## src/rtl/sram_bus_arbiter.sv

```systemverilog
`default_nettype none
// ============================================================================
// Module   : sram_bus_arbiter
// Purpose  : Shares one SRAM-like memory port between the instruction fetch
//            and memory-stage data requesters of a 5-stage MIPS pipeline.
//            At most one transaction is outstanding at a time, and data has
//            fixed priority over instruction. Returned read data is held in
//            registers until the pipeline advances. A memory stall is
//            produced for the hazard unit.
// Revision : 1.0 - initial release
// ----------------------------------------------------------------------------
// Ports
//   clk          in   1   clock, rising edge
//   resetn       in   1   asynchronous active-low reset
//   inst_req     in   1   fetch request (held while stall_o)
//   inst_addr    in   AW  fetch address (PC)
//   inst_rdata   out  DW  instruction word, registered
//   data_req     in   1   memory-stage request (held while stall_o)
//   data_wr      in   1   1 = store, 0 = load
//   data_size    in   2   0 = byte, 1 = half, 2 = word
//   data_addr    in   AW  data address
//   data_wdata   in   DW  store data
//   data_rdata   out  DW  load data, registered
//   ext_stall    in   1   other pipeline stall source (e.g. divider)
//   stall_o      out  1   memory stall to the hazard unit
//   mem_req      out  1   memory port request
//   mem_wr       out  1   memory port write enable
//   mem_size     out  2   memory port access size
//   mem_addr     out  AW  memory port address
//   mem_wdata    out  DW  memory port write data
//   mem_addr_ok  in   1   memory accepted the request this cycle
//   mem_data_ok  in   1   memory response valid this cycle
//   mem_rdata    in   DW  memory read data
// ============================================================================
module sram_bus_arbiter #(
    parameter int AW = 32,
    parameter int DW = 32
) (
    input  logic          clk,
    input  logic          resetn,
    input  logic          inst_req,
    input  logic [AW-1:0] inst_addr,
    output logic [DW-1:0] inst_rdata,
    input  logic          data_req,
    input  logic          data_wr,
    input  logic [1:0]    data_size,
    input  logic [AW-1:0] data_addr,
    input  logic [DW-1:0] data_wdata,
    output logic [DW-1:0] data_rdata,
    input  logic          ext_stall,
    output logic          stall_o,
    output logic          mem_req,
    output logic          mem_wr,
    output logic [1:0]    mem_size,
    output logic [AW-1:0] mem_addr,
    output logic [DW-1:0] mem_wdata,
    input  logic          mem_addr_ok,
    input  logic          mem_data_ok,
    input  logic [DW-1:0] mem_rdata
);

    typedef enum logic [2:0] {
        IDLE   = 3'd0,
        D_ADDR = 3'd1,
        D_WAIT = 3'd2,
        I_ADDR = 3'd3,
        I_WAIT = 3'd4
    } state_t;

    localparam logic [1:0] c_SIZE_WORD = 2'd2;

    state_t        r_state;
    state_t        w_state_nxt;

    logic          r_i_done;
    logic          r_d_done;

    // Latched request; the memory port is driven from these so it is
    // stable for the whole address/data handshake.
    logic [AW-1:0] r_addr;
    logic          r_wr;
    logic [1:0]    r_size;
    logic [DW-1:0] r_wdata;

    logic [DW-1:0] r_inst_rdata;
    logic [DW-1:0] r_data_rdata;

    logic          w_d_pend;
    logic          w_i_pend;
    logic          w_stall;
    logic          w_advance;
    logic          w_issue_d;
    logic          w_issue_i;
    logic          w_d_cap;
    logic          w_i_cap;

    // A requester only stalls while its access is still outstanding.
    assign w_d_pend  = data_req & ~r_d_done;
    assign w_i_pend  = inst_req & ~r_i_done;
    assign w_stall   = w_d_pend | w_i_pend;
    assign w_advance = ~w_stall & ~ext_stall;

    // ------------------------------------------------------------------
    // State register
    // ------------------------------------------------------------------
    always_ff @(posedge clk or negedge resetn) begin
        if (!resetn) begin
            r_state <= IDLE;
        end else begin
            r_state <= w_state_nxt;
        end
    end

    // ------------------------------------------------------------------
    // Next-state and control decode. A return to IDLE never issues in the
    // same cycle, so a new request is only evaluated from IDLE after the
    // done flags have been updated.
    // ------------------------------------------------------------------
    always_comb begin
        w_state_nxt = r_state;
        w_issue_d   = 1'b0;
        w_issue_i   = 1'b0;
        w_d_cap     = 1'b0;
        w_i_cap     = 1'b0;
        case (r_state)
            IDLE: begin
                if (w_d_pend) begin
                    w_state_nxt = D_ADDR;
                    w_issue_d   = 1'b1;
                end else if (w_i_pend) begin
                    w_state_nxt = I_ADDR;
                    w_issue_i   = 1'b1;
                end
            end
            D_ADDR: begin
                if (mem_addr_ok) begin
                    w_state_nxt = D_WAIT;
                end
            end
            D_WAIT: begin
                if (mem_data_ok) begin
                    w_state_nxt = IDLE;
                    w_d_cap     = 1'b1;
                end
            end
            I_ADDR: begin
                if (mem_addr_ok) begin
                    w_state_nxt = I_WAIT;
                end
            end
            I_WAIT: begin
                if (mem_data_ok) begin
                    w_state_nxt = IDLE;
                    w_i_cap     = 1'b1;
                end
            end
            default: begin
                w_state_nxt = IDLE;
            end
        endcase
    end

    // ------------------------------------------------------------------
    // Request latch, loaded on the IDLE exit only
    // ------------------------------------------------------------------
    always_ff @(posedge clk or negedge resetn) begin
        if (!resetn) begin
            r_addr  <= '0;
            r_wr    <= 1'b0;
            r_size  <= 2'd0;
            r_wdata <= '0;
        end else if (w_issue_d) begin
            r_addr  <= data_addr;
            r_wr    <= data_wr;
            r_size  <= data_size;
            r_wdata <= data_wdata;
        end else if (w_issue_i) begin
            r_addr  <= inst_addr;
            r_wr    <= 1'b0;
            r_size  <= c_SIZE_WORD;
            r_wdata <= '0;
        end
    end

    // ------------------------------------------------------------------
    // Done flags: set on response capture, cleared when the pipeline
    // advances. A set wins over a simultaneous clear.
    // ------------------------------------------------------------------
    always_ff @(posedge clk or negedge resetn) begin
        if (!resetn) begin
            r_d_done <= 1'b0;
            r_i_done <= 1'b0;
        end else begin
            if (w_d_cap) begin
                r_d_done <= 1'b1;
            end else if (w_advance) begin
                r_d_done <= 1'b0;
            end

            if (w_i_cap) begin
                r_i_done <= 1'b1;
            end else if (w_advance) begin
                r_i_done <= 1'b0;
            end
        end
    end

    // ------------------------------------------------------------------
    // Read data holding registers. A store response carries no useful
    // data, so the load register is left untouched.
    // ------------------------------------------------------------------
    always_ff @(posedge clk or negedge resetn) begin
        if (!resetn) begin
            r_inst_rdata <= '0;
            r_data_rdata <= '0;
        end else begin
            if (w_i_cap) begin
                r_inst_rdata <= mem_rdata;
            end
            if (w_d_cap && !r_wr) begin
                r_data_rdata <= mem_rdata;
            end
        end
    end

    // ------------------------------------------------------------------
    // Outputs
    // ------------------------------------------------------------------
    assign mem_req    = (r_state == D_ADDR) || (r_state == I_ADDR);
    assign mem_wr     = r_wr;
    assign mem_size   = r_size;
    assign mem_addr   = r_addr;
    assign mem_wdata  = r_wdata;

    assign inst_rdata = r_inst_rdata;
    assign data_rdata = r_data_rdata;
    assign stall_o    = w_stall;

endmodule
`default_nettype wire

```

## config.mk

```make
export PLATFORM = sky130hd
export DESIGN_NAME = sram_bus_arbiter
export DESIGN_NICKNAME = d
export VERILOG_FILES = /design/src/rtl/sram_bus_arbiter.sv
export SDC_FILE = /design/constraint.sdc
export NUM_CORES = 1
export LEC_CHECK = 0
export ABC_AREA = 1
export CAP_MARGIN = 5
export CELL_PAD_IN_SITES_DETAIL_PLACEMENT = 0
export CELL_PAD_IN_SITES_GLOBAL_PLACEMENT = 1
export CORE_MARGIN = 4
export CORE_UTILIZATION = 29
export CTS_CLUSTER_DIAMETER = 40
export DETAILED_ROUTE_END_ITERATION = 16
export PLACE_DENSITY = 0.78
export SYNTH_ARGS = -nofsm -noshare
export SYNTH_HDL_FRONTEND = slang
export SYNTH_SLANG_ARGS = --single-unit
```

## constraint.sdc

```tcl
create_clock -name clk -period 1.95 [get_ports clk]
set_clock_uncertainty 0.1 [all_clocks]
set_input_delay 0.195 -clock clk [delete_from_list [all_inputs] [get_ports clk]]
set_output_delay 0.195 -clock clk [all_outputs]
set_load 0.01 [all_outputs]
```

==> out/metrics.yaml <==
worst_slew_pin_slew_ns: 0.406
critPathMaxStageDelay_ns: 0.56
whs_ns: 0.172
synth-warning-count: 0
placed_cell_area_um2: 8430
synth_edf_count: 0
clkPwrFrac: 0.242
clock_tree.buffer_depth: 2
cap_violations: 0
grt_busiest_layer: "met2"
endpoint: "mem_wdata[28]"
firstDrtPassIters: 4
finalNetCount: 977
use_met3: 0.0751
crit_type: "reg2out"
numClockSinks: 136
relSlewSlack: 0.729
synth-compound-area-share: 0.144
avgSynthCellArea_um2: 9.54
rows: 49
setup_viol_count_final: 0
critPathMaxFanout: 2
synthMostInstantiatedCell: "nand2_1"
ys_seq_elements: 136
critPathLaunch: "mem_wdata[28]"
finalMaxSlewViolations: 0
overflow: 0
netlist.area_leader.share: 0.624
die_x_um: 145
max_freq_mhz: 599
reg2reg_slack_ns: 0.38
clk_latency_ns: 0.41
grt_pass1_vias: 5047
grt_max_degree: 66
drive_gt1_frac: 0.0657
nFillCells: 1773
min_path_type: "in2async"
cellLeakagePower_uw: 0.00429
syn_to_final_growth_pct: 66.5
synth.area.top_cells: "dfrtp_1, nand2_1, o21ai_0"
required_ns: 1.65
muxShareOfSynthArea: 0
synth_top_family_by_area: "simple AND/OR/NAND/NOR gates"
finalCritPeriodShare: 0.856
synth_seq_area_share: 0.624
via_per_inst: 4.47
stdcell_count: 1081
drc: 0
path_buf_inv: 1
grt_use_met1: 0.199
finalWirelength_um: 17400
rsz0062_at_grt: "false"
synthAdderAreaFrac: 0
drtIter0Drc: 178
worstPathCellList: "clkdlybuf4s50_1"
grt_pass1_wl_um: 27600
dp_cells: 1048
final_util: 0.499
synth-simple-area-share: 0.163
crit_path_end_kind: "output port"
cts-root-buf: "clkbuf_16"
pin_count: 271
cts_max_level: 4
syn_nets: 710
dieArea_um2: 21100
power_frac_comb: 0.430
place_congestion: 0.747
synthFlopType: "dfrtp_1"
power_density_nw_per_um2: 1610
worstSetupStartpointType: "register"
hpwl_um: 12400
core_um2: 18200
fin_setup_tns_ns: 0
netSwitchingFraction: 0.342
synth_cells: 572
peakVddDrop_mv: 0.567
p_int_uw: 9620
finalHoldViolations: 0
design_area_um2: 9080
postSynth.asyncResetShare: 1.00
fin_crit_ns: 1.67
grt_util_met2: 0.266
crit_arrival_ns: 1.38
antenna_found_initial: 0
grt_usage: 0.164
portBuffers: 270
numCtsBuffers: 17
cp_top_family: "buffers and inverters"
synthDistinctLibCells: 21
drt-wirelength-per-cell_um: 16.1
path_clk_slew_ns: 0.06
p_seq_frac: 0.329
cpMaxStageDelayCell: "clkdlybuf4s50_1"
worst-path-stages: 1
die-height_um: 145
r2r_end: "mem_wdata[23]"
vias: 4836
cts_tree: "built"
p_sw_uw: 4990
num_antenna_cells: 0
synth_common_cells: "nand2_1, dfrtp_1, nor2_1"
synth_area_leader_cell: "dfrtp_1"
rr_startpoint: "r_state[1]"
syn-cell-area_um2: 5460
route.antenna.remaining_nets: 0
start_util: 0.300
synth-xor-area-share: 0
reg2reg_depth: 6
status: "completed"
## cells by family (layout without fill, tap and decap cells)
group,Yosys count,after routing
compound gates,132,132
buf+inv,77,357
flops,136,136
simple gates,227,227
## sequential cells by signal, indices dropped and copies added, names as in the netlist
name and flops:
data_rdata 32, inst_rdata 32, mem_addr 32, mem_wdata 32, r_state 3, mem_size 2
mem_wr 1, r_d_done 1, r_i_done 1
## metal layers
layer	part of all wire	wire, um
met1	0.43	7440
met4	0.012	216
met5	0	0
met2	0.46	8050
met3	0.095	1660
## area by class of cell
class                   count  area (um^2)  area share
clock inverters            14          213      0.0234
multi-input cells         359         1690       0.186
repair buffers            282         2900       0.319
clock buffers              18          429      0.0472
flip-flops and latches    136         3400       0.375
inverters                  43          161      0.0178
well taps                 229          287      0.0315
## layout by cell type, fill, tap and decap left out
master / netlist / routed
o22ai_1: 1 / 1
clkbuf_1: 6 / 1
o21ai_0: 60 / 60
nand3_2: 1 / 2
nand2_2: 3 / 4
clkinvlp_4: 0 / 2
dfrtp_1: 136 / 135
dlygate4sd2_1: 0 / 1
nor2_1: 69 / 69
bufinv_16: 0 / 4
nor2_4: 1 / 2
inv_6: 0 / 3
inv_8: 0 / 3
dlymetal6s2s_1: 0 / 1
dlygate4sd3_1: 0 / 1
buf_6: 7 / 1
a22o_1: 33 / 33
dfrtp_2: 0 / 1
inv_1: 40 / 40
nand4_1: 2 / 2
clkinv_4: 0 / 2
nand2_4: 0 / 1
buf_4: 5 / 3
nand3_1: 4 / 3
nor3_1: 1 / 1
clkdlybuf4s50_1: 0 / 267
nand2_1: 145 / 143
inv_2: 3 / 3
o21ai_1: 38 / 38
buf_12: 0 / 8
clkbuf_16: 0 / 17
## power by group through the flow
stage | combinational, uW | clock [uW] | sequential, uW
after detailed placement | 6390 | 0 | 4810
after global routing | 6930 | 3720 | 4960
after floorplan | 2350 | 0 | 5350
after global placement | 6330 | 0 | 4790
final | 6270 | 3530 | 4800
after CTS | 6400 | 3610 | 4820
## worst register-to-register path: cells and delay by family, from the launching register on
kind | cells | cell delay, ns
buf+inv | 2 | 0.28
flops | 1 | 0.46
compound gates | 1 | 0.22
simple gates | 3 | 0.39
## through the flow
stage	power [uW]	worst slack, ns
floorplan	7700	0.539
global placement	11100	0.113
detailed placement	11200	0.0970
CTS	14800	0.0129
global route	15600	0.215
finish	14600	0.280
## how the worst min path moves through the flow
stage	start	slack, ns	end	cells past startpoint
6_report	resetn	0.17	inst_rdata[2]	2
3_5_place_dp	resetn	0.04	inst_rdata[2]	1
4_1_cts	resetn	0.16	inst_rdata[16]	2
5_1_grt	resetn	0.21	inst_rdata[2]	2
2_1_floorplan	resetn	-0.20	data_rdata[0]	0
3_3_place_gp	resetn	0.04	inst_rdata[2]	1
## what timing repair did
action | in CTS | in global routing
resized for setup | 2 | 2
endpoints found under the setup margin | 1 | 1
gates cloned | 0 | 0
buffers inserted | 0 | 0
hold buffers | 1 | 0
endpoints found under the hold margin | 127 | 0
(Power assumes the default switching activity.)
